==> src/rtl/uart_tx_if.sv <==
// Byte handshake between the status-byte producers and the UART transmitter.
// A byte transfers on a rising clk edge where tx_valid and tx_ready are both 1; tx_data is sampled only then.
interface uart_tx_if;
    logic [7:0] tx_data;
    logic       tx_valid;
    logic       tx_ready;

    modport master (
        output tx_data,
        output tx_valid,
        input  tx_ready
    );

    modport slave (
        input  tx_data,
        input  tx_valid,
        output tx_ready
    );
endinterface

==> src/rtl/uart_tx.sv <==
// 8N1/8N2 UART transmitter: latches one byte per handshake and shifts it out LSB first.
// Every output, including the FSM state exposed on 'state', is a direct flop output.
module uart_tx #(
    parameter int CLKS_PER_BIT = 5208,
    parameter int STOP_BITS    = 1
) (
    input  logic       clk,
    input  logic       reset,
    uart_tx_if.slave   bus,
    output logic       tx,
    output logic       tx_done,
    output logic [1:0] state
);

    localparam int             CW        = (CLKS_PER_BIT > 2) ? $clog2(CLKS_PER_BIT) : 1;
    localparam logic [CW-1:0]  BAUD_LAST = CW'(CLKS_PER_BIT - 1);
    localparam logic           STOP_LAST = 1'(STOP_BITS - 1);

    typedef enum logic [1:0] {
        IDLE  = 2'd0,
        START = 2'd1,
        DATA  = 2'd2,
        STOP  = 2'd3
    } state_t;

    state_t        state_q, state_d;
    logic [CW-1:0] baud_q, baud_d;
    logic [2:0]    bit_q, bit_d;
    logic          stop_q, stop_d;
    logic [7:0]    shift_q, shift_d;
    logic          tx_q, tx_d;
    logic          ready_q, ready_d;
    logic          done_q, done_d;
    logic          baud_wrap;

    always_ff @(posedge clk) begin
        if (reset) begin
            state_q <= IDLE;
            baud_q  <= '0;
            bit_q   <= '0;
            stop_q  <= 1'b0;
            shift_q <= '0;
            tx_q    <= 1'b1;
            ready_q <= 1'b0;
            done_q  <= 1'b0;
        end else begin
            state_q <= state_d;
            baud_q  <= baud_d;
            bit_q   <= bit_d;
            stop_q  <= stop_d;
            shift_q <= shift_d;
            tx_q    <= tx_d;
            ready_q <= ready_d;
            done_q  <= done_d;
        end
    end

    always_comb begin
        state_d   = state_q;
        baud_d    = baud_q;
        bit_d     = bit_q;
        stop_d    = stop_q;
        shift_d   = shift_q;
        tx_d      = tx_q;
        ready_d   = ready_q;
        done_d    = 1'b0;
        baud_wrap = (baud_q == BAUD_LAST);

        case (state_q)
            IDLE: begin
                // ready_q is 0 on the first cycle out of reset, so nothing is accepted until it rises
                tx_d    = 1'b1;
                ready_d = 1'b1;
                if (bus.tx_valid && ready_q) begin
                    shift_d = bus.tx_data;
                    ready_d = 1'b0;
                    state_d = START;
                    tx_d    = 1'b0;
                    baud_d  = '0;
                end
            end

            START: begin
                if (baud_wrap) begin
                    baud_d  = '0;
                    bit_d   = 3'd0;
                    state_d = DATA;
                    tx_d    = shift_q[0];
                end else begin
                    baud_d = baud_q + CW'(1);
                end
            end

            DATA: begin
                if (baud_wrap) begin
                    baud_d = '0;
                    if (bit_q == 3'd7) begin
                        state_d = STOP;
                        stop_d  = 1'b0;
                        tx_d    = 1'b1;
                    end else begin
                        bit_d = bit_q + 3'd1;
                        tx_d  = shift_q[bit_q + 3'd1];
                    end
                end else begin
                    baud_d = baud_q + CW'(1);
                end
            end

            STOP: begin
                // Completion edge: back to IDLE with ready and the done pulse raised together
                if (baud_wrap) begin
                    baud_d = '0;
                    if (stop_q == STOP_LAST) begin
                        state_d = IDLE;
                        stop_d  = 1'b0;
                        ready_d = 1'b1;
                        done_d  = 1'b1;
                        tx_d    = 1'b1;
                    end else begin
                        stop_d = stop_q + 1'b1;
                    end
                end else begin
                    baud_d = baud_q + CW'(1);
                end
            end

            default: begin
                state_d = IDLE;
                tx_d    = 1'b1;
            end
        endcase
    end

    assign bus.tx_ready = ready_q;
    assign tx           = tx_q;
    assign tx_done      = done_q;
    assign state        = state_q;

endmodule

==> src/flat_wrapper.sv <==
// flat-port wrapper written by rule: the top's interface ports become plain ports
module uart_tx_flat 
#(
    parameter int CLKS_PER_BIT = 5208,
    parameter int STOP_BITS    = 1
)
  (clk, reset, tx, tx_done, state, bus_tx_data, bus_tx_valid, bus_tx_ready);
  uart_tx_if bus_i ();
  input  logic clk;
  input  logic reset;
  output logic tx;
  output logic tx_done;
  output logic [1:0] state;
  input wire logic [$bits(bus_i.tx_data)-1:0] bus_tx_data;
  input wire logic [$bits(bus_i.tx_valid)-1:0] bus_tx_valid;
  output wire logic [$bits(bus_i.tx_ready)-1:0] bus_tx_ready;
  assign bus_i.tx_data = bus_tx_data;
  assign bus_i.tx_valid = bus_tx_valid;
  assign bus_tx_ready = bus_i.tx_ready;
  uart_tx #(.CLKS_PER_BIT(CLKS_PER_BIT), .STOP_BITS(STOP_BITS)) u_core (.clk(clk), .reset(reset), .bus(bus_i), .tx(tx), .tx_done(tx_done), .state(state));
endmodule
==> config.mk <==
export PLATFORM = sky130hd
export DESIGN_NAME = uart_tx_flat
export DESIGN_NICKNAME = d
export VERILOG_FILES = /design/src/rtl/uart_tx_if.sv /design/src/rtl/uart_tx.sv /design/src/flat_wrapper.sv
export SDC_FILE = /design/constraint.sdc
export NUM_CORES = 1
export LEC_CHECK = 0
export BUFFER_PORTS_ARGS = -buffer_cell sky130_fd_sc_hd__buf_2
export CORE_UTILIZATION = 24
export DETAILED_ROUTE_END_ITERATION = 8
export PLACE_DENSITY_LB_ADDON = 0.1
export SYNTH_ARGS = -nofsm -noshare
export SYNTH_HDL_FRONTEND = slang
export SYNTH_SLANG_ARGS = --single-unit
==> constraint.sdc <==
create_clock -name clk -period 3.97 [get_ports clk]
set_input_delay 0.794 -clock clk [delete_from_list [all_inputs] [get_ports clk]]
set_output_delay 0.794 -clock clk [all_outputs]
set_load 0.03 [all_outputs]
==> results.json, run 1 <==
{
  "fin_setup_tns_ps": 0,
  "worstPathMaxFanout": 16,
  "antenna_left": 0,
  "io_pins": 16,
  "synth_ff_type": "dfxtp_1",
  "die_area_um2": 6500,
  "ys_seq_area_frac": 0.392,
  "p_leak_nw": 0.612,
  "cts_setup_buffers": 0,
  "cts_buffers": 5,
  "drt_wl_total_um": 3390,
  "synth-edff-count": 0,
  "synthSimpleGateAreaFrac": 0.268,
  "worstPathArrival_ps": 2470,
  "grt_overflow_total": 0,
  "synth_cells": 169,
  "num_vias": 1235,
  "synth_compound_area_frac": 0.142,
  "yosys.area_share.adder": 0.0675,
  "min_period_ps": 2260,
  "ys_ff_latch": 29,
  "die_h_um": 80.6,
  "seq_area_um2": 581,
  "die_w_um": 80.6,
  "drtIter0Drc": 38,
  "clock-sinks": 29,
  "initial_core_util": 0.249,
  "wl_per_cell_um": 12.9,
  "crit_chain": "inv_1, ha_1, a21boi_1, o21ai_2, a21oi_1",
  "start_kind": "flip-flop",
  "synth.most_common_cell": "dfxtp_1",
  "cts_tree": "built",
  "combPwrFrac": 0.356,
  "status": "finished clean",
  "yosys-top-cells-count": "dfxtp_1, nand2_1, nor2_1, a21oi_1",
  "nFillCells": 655,
  "gp_congestion": 0.751,
  "cts_root_buf": "clkbuf_8",
  "muxShareOfSynthArea": 0.0523,
  "cts_buffer_depth": 2,
  "placed_area_um2": 1640,
  "cts_resized": 0,
  "core_area_um2": 5960,
  "yosysWarnings": 0,
  "netlist_area_um2": 1480,
  "dr.max_layer_used": "met4",
  "synth-xor-area-share": 0.0532,
  "worst_pin_slew_ps": 1140,
  "cap_violations": 0,
  "max_slew_margin": 0.235,
  "yosysTopAreaCellShare": 0.392,
  "synth_top_family_by_area": "simple AND/OR/NAND/NOR gates",
  "sw_frac_of_total": 0.379,
  "path_class": "reg2reg",
  "hold_violations": 0,
  "power.share.clock": 0.265,
  "clock_latency_ps": 280,
  "final_area_um2": 1720,
  "worstHoldPathType": "reg2reg",
  "syn-num-nets": 188,
  "slowest_stage": "a21boi_1",
  "grt.total_usage": 0.118,
  "setup.worst_path.end_class": "flip-flop",
  "power.density_nw_per_um2": 536,
  "ir_drop_mv": 0.187,
  "rows": 28,
  "layout.nets": 206,
  "wl_met1_um": 1710,
  "finalCritPeriodShare": 0.569,
  "grt_max_degree": 19,
  "setup_violations": 0,
  "multi_input_area_um2": 865,
  "timing.fmax_mhz": 443,
  "grt_pass1_vias": 1136,
  "drt-pass1-iter-count": 4,
  "synth.distinct_cells": 39,
  "via_per_inst": 4.71,
  "synth.area.top_cells": "dfxtp_1, ha_1, nand2_1",
  "p_int_uw": 574,
  "seqPwrFrac": 0.379,
  "yosysTopAreaCell": "dfxtp_1",
  "postSynth.asyncResetShare": 0,
  "hold_buffers": 0,
  "syn_avg_cell_area_um2": 8.77,
  "io_buffers": 15,
  "clk_pin_slew_worst_paths_ps": 70,
  "finClkSkew_ps": 12.3,
  "critPathMaxStageDelay_ps": 930,
  "rsz0062_at_grt": "false",
  "htree_num_levels": 2,
  "diodes": 0,
  "slew_viol_final": 0,
  "p_sw_uw": 350,
  "wl_met3_um": 125,
  "final_layout_size_suffix_gt1_frac": 0.176,
  "grt_pass1_wl_um": 5690,
  "antenna_found_initial": 0,
  "crit_required_ps": 4180,
  "area_delta_synth_final_pct": 16.2,
  "wl_met2_um": 1530,
  "dpl.hpwl_um": 2540,
  "drc": 0
}
cell families after synthesis:
group / after synthesis
mux: 6
flops: 29
xor+xnor: 9
compound gates: 31
buf+inv: 10
fa+ha+maj: 8
simple gates: 76
through the flow:
| step | std cells | hold WS, ps | power [mW] | util | setup slack (ps) |
|---|---|---|---|---|---|
| after floorplan | 169 | 433 | 0.604 | - | 1960 |
| after global placement | 255 | 443 | 0.686 | 0.275 | 1590 |
| after CTS | 262 | 457 | 0.941 | 0.289 | 1680 |
| after global routing | 262 | 486 | 1.01 | 0.289 | 1430 |
| after detailed placement | 255 | 448 | 0.686 | 0.275 | 1530 |
| final | 262 | 452 | 0.924 | 0.289 | 1710 |
worst paths after layout:
check	startpoint	end	slack, ps	cells after the start
max	u_core.state[0]$_SDFFE_PP0P_	u_core.baud_q[12]$_SDFFE_PP0N_	1710	5
min reg2reg	u_core.shift_q[5]$_SDFFE_PP0P_	u_core.shift_q[5]$_SDFFE_PP0P_	450	2
min	u_core.shift_q[5]$_SDFFE_PP0P_	u_core.shift_q[5]$_SDFFE_PP0P_	450	2
max reg2reg	u_core.state[0]$_SDFFE_PP0P_	u_core.baud_q[12]$_SDFFE_PP0N_	1710	5
state kept, by name (all words and copies together), names as in the netlist:
name	flops
u_core.state	2
u_core.tx_done	1
u_core.tx	1
u_core.bus.tx_ready	1
u_core.shift_q	8
u_core.baud_q	13
u_core.bit_q	3
cells in the final DEF, fill, tap and decap left out, types with 2 or more instances in the layout:
cell type,instances
inv_1,6
nor2b_1,3
o21ai_0,2
dfxtp_1,29
nand2_1,24
nor3_1,3
ha_1,8
mux2_2,4
xor2_1,2
a21oi_1,14
nor2_1,16
nor4_1,4
nand4_1,8
a31oi_1,3
clkbuf_8,6
buf_2,15
nand3_1,7
xnor2_1,7
and3_1,4
a211oi_1,2
final cells by class:
cell class | instances | share of cell area
multi-input combinational | 130 | 0.502
sequential | 29 | 0.337
tap | 75 | 0.0545
clock buffer | 7 | 0.0501
timing repair buffer | 15 | 0.0436
inverter | 6 | 0.0131
power by group through the flow:
stage	registers, mW	logic (mW)	clock network, mW
global route	0.357	0.375	0.274
finish	0.350	0.329	0.244
floorplan	0.380	0.224	0
CTS	0.351	0.331	0.259
global placement	0.356	0.330	0
detailed placement	0.357	0.328	0
critical path, delay by kind of cell, from the launching register on:
kind / cells / cell delay [ps]
AOI/OAI and AO/OA: 3 / 1470
DFF: 1 / 340
adders and majority gates: 1 / 240
buffers and inverters: 1 / 130
per-layer routing:
layer,up-vias,global-route usage
met2,18,0.183
met3,2,0.0341
met4,0,0.0429
li1,645,-
met5,-,0
met1,570,0.155
No activity file was read; power rests on OpenSTA's default activity.
==> run 2: changes to the inputs <==
Clock period 3.97 ns to 2.02 ns, I/O delays scaled along.
==> run 2 against run 1 <==
Total power is 130% higher. Global-route usage is 0.41 points higher. Register-to-register slack worse by 1600 ps. Non-clock buffer count rose by 13. Cell area increased by 11%. Clock-buffer cell count decreased by 2. Fmax up 16%. Sequential power grew 97%.
==> results.json, run 2 (synthesized netlist as in run 1, its figures left out) <==
{
  "max_slew_margin": 0.750,
  "final_cell_count_no_fill": 276,
  "timing.fmax_mhz": 512,
  "startpoint": "u_core.bit_q[0]$_SDFFE_PP0P_",
  "initial_core_util": 0.249,
  "drtIter0Drc": 55,
  "worstPathArrival_ps": 2120,
  "finalCritPeriodShare": 0.967,
  "drt-pass1-iter-count": 4,
  "cts_root_buf": "clkbuf_8",
  "crit_required_ps": 2180,
  "largestRegisters": "u_core.baud_q (13), u_core.shift_q (8), u_core.bit_q (3)",
  "cts_buffer_depth": 2,
  "htree_num_levels": 2,
  "clk_pin_slew_worst_paths_ps": 70,
  "layout.nets": 219,
  "clock-sinks": 29,
  "io_buffers": 15,
  "nFillCells": 638,
  "grt_max_degree": 18,
  "finClkSkew_ps": 9.34,
  "p_int_mw": 1.42,
  "diodes": 0,
  "clock_latency_ps": 280,
  "grt_pass1_wl_um": 5870,
  "finalPower_mw": 2.17,
  "dpl.cell_count": 268,
  "min_period_ps": 1950,
  "antenna_found_initial": 0,
  "worstPathMaxFanout": 5,
  "core_area_um2": 5960,
  "cap_violations": 0,
  "die_h_um": 80.6,
  "r2r_start": "u_core.bit_q[0]$_SDFFE_PP0P_",
  "regMostFlops": "u_core.baud_q",
  "slew_viol_final": 0,
  "drc": 0,
  "cts_buffers": 5,
  "area_delta_synth_final_pct": 28.7,
  "hold_violations": 0,
  "sw_frac_of_total": 0.343,
  "largest_reg_flops": 13,
  "setup_violations": 0,
  "cts_tree": "built",
  "seqPwrFrac": 0.317,
  "worstHoldPathType": "in2reg",
  "gp_congestion": 0.801,
  "p_leak_nw": 0.703,
  "start_kind": "flip-flop",
  "cts_setup_buffers": 0,
  "setup.worst_path.end_class": "flip-flop",
  "p_sw_uw": 745,
  "reg2reg_to": "u_core.tx$_SDFFE_PP1P_",
  "min_from": "bus_tx_data[4]",
  "die_w_um": 80.6,
  "wl_per_cell_um": 13.4,
  "layout_common_cells": "dfxtp_1, nand2_1, nor2_1, buf_2, a21oi_1",
  "rsz0062_at_grt": "false",
  "ir_drop_mv": 0.508,
  "layout_commonest_cell": "dfxtp_1",
  "rows": 28,
  "combPwrFrac": 0.346,
  "antenna_left": 0,
  "power.share.clock": 0.337,
  "r2r_cells": 6,
  "die_area_um2": 6500,
  "num_vias": 1312,
  "status": "finished clean",
  "crit_end": "u_core.tx$_SDFFE_PP1P_",
  "io_pins": 16,
  "final_layout_size_suffix_gt1_frac": 0.259,
  "via_per_inst": 4.75,
  "power.density_nw_per_um2": 1140,
  "drt_wl_total_um": 3710,
  "path_class": "reg2reg",
  "dpl.hpwl_um": 2760,
  "grt_overflow_total": 0,
  "grt_pass1_vias": 1201,
  "worst_pin_slew_ps": 374,
  "rrSetupSlack_ps": 70,
  "grt.total_usage": 0.122
}
==> run 2: power groups by stage <==
stage | clock network [mW] | registers [mW] | logic [mW]
after floorplan | 0 | 0.748 | 0.440
final | 0.730 | 0.688 | 0.751
after global routing | 0.779 | 0.697 | 0.832
after global placement | 0 | 0.699 | 0.740
after CTS | 0.744 | 0.689 | 0.757
after detailed placement | 0 | 0.702 | 0.753
==> run 2: worst min-delay path by stage <==
stage | depth (start not counted) | to | slack, ps
after floorplan | 2 | u_core.shift_q[4]$_SDFFE_PP0P_ | 430
after global routing | 3 | u_core.shift_q[4]$_SDFFE_PP0P_ | 340
after detailed placement | 2 | u_core.shift_q[4]$_SDFFE_PP0P_ | 450
after global placement | 2 | u_core.bit_q[1]$_SDFFE_PP0P_ | 450
after CTS | 3 | u_core.shift_q[4]$_SDFFE_PP0P_ | 350
final | 3 | u_core.shift_q[4]$_SDFFE_PP0P_ | 360
==> run 2: what timing repair did <==
| item | CTS | global route |
|---|---|---|
| hold endpoints to repair | 0 | 0 |
| cloned | 0 | 0 |
| pin swaps | 0 | 2 |
| gates resized for setup | 4 | 3 |
| hold buffers | 0 | 0 |
| setup endpoints to repair | 1 | 1 |
==> run 2: metal layers <==
| metal | global-route usage | vias up | routed length (µm) |
|---|---|---|---|
| li1 | - | 672 | - |
| met4 | 0.0446 | 0 | 46 |
| met2 | 0.192 | 25 | 1770 |
| met1 | 0.154 | 611 | 1730 |
| met3 | 0.0420 | 4 | 155 |
| met5 | 0 | - | 0 |
==> run 2: final cells by class <==
| type | instances | area [µm²] | share of cell area |
|---|---|---|---|
| Multi-Input combinational cell | 130 | 890 | 0.466 |
| Sequential cell | 29 | 583 | 0.306 |
| Timing Repair Buffer | 28 | 185 | 0.0970 |
| Tap cell | 75 | 93.8 | 0.0492 |
| Clock buffer | 5 | 68.8 | 0.0361 |
| Clock inverter | 3 | 65.1 | 0.0341 |
| Inverter | 6 | 22.5 | 0.0118 |
==> run 2: critical path, stage by stage, from the launching register on <==
cell     delay, ps
dfxtp_2        340
ha_4           160
ha_4           290
mux2_2         340
mux4_2         450
o21ai_1        150
a32oi_1        100
==> run 2: metrics by stage <==
| stage | setup WS (ps) | setup TNS [ps] | utilization | cell area, µm² | hold slack, ps |
|---|---|---|---|---|---|
| 2_1_floorplan | 5.89 | 0 | - | 1480 | 433 |
| 3_3_place_gp | -40.1 | -40.1 | 0.293 | 1750 | 448 |
| 3_5_place_dp | -115 | -115 | 0.293 | 1750 | 451 |
| 4_1_cts | 38.4 | 0 | 0.318 | 1900 | 348 |
| 5_1_grt | 10.2 | 0 | 0.320 | 1910 | 340 |
| 6_report | 66.2 | 0 | 0.320 | 1910 | 356 |
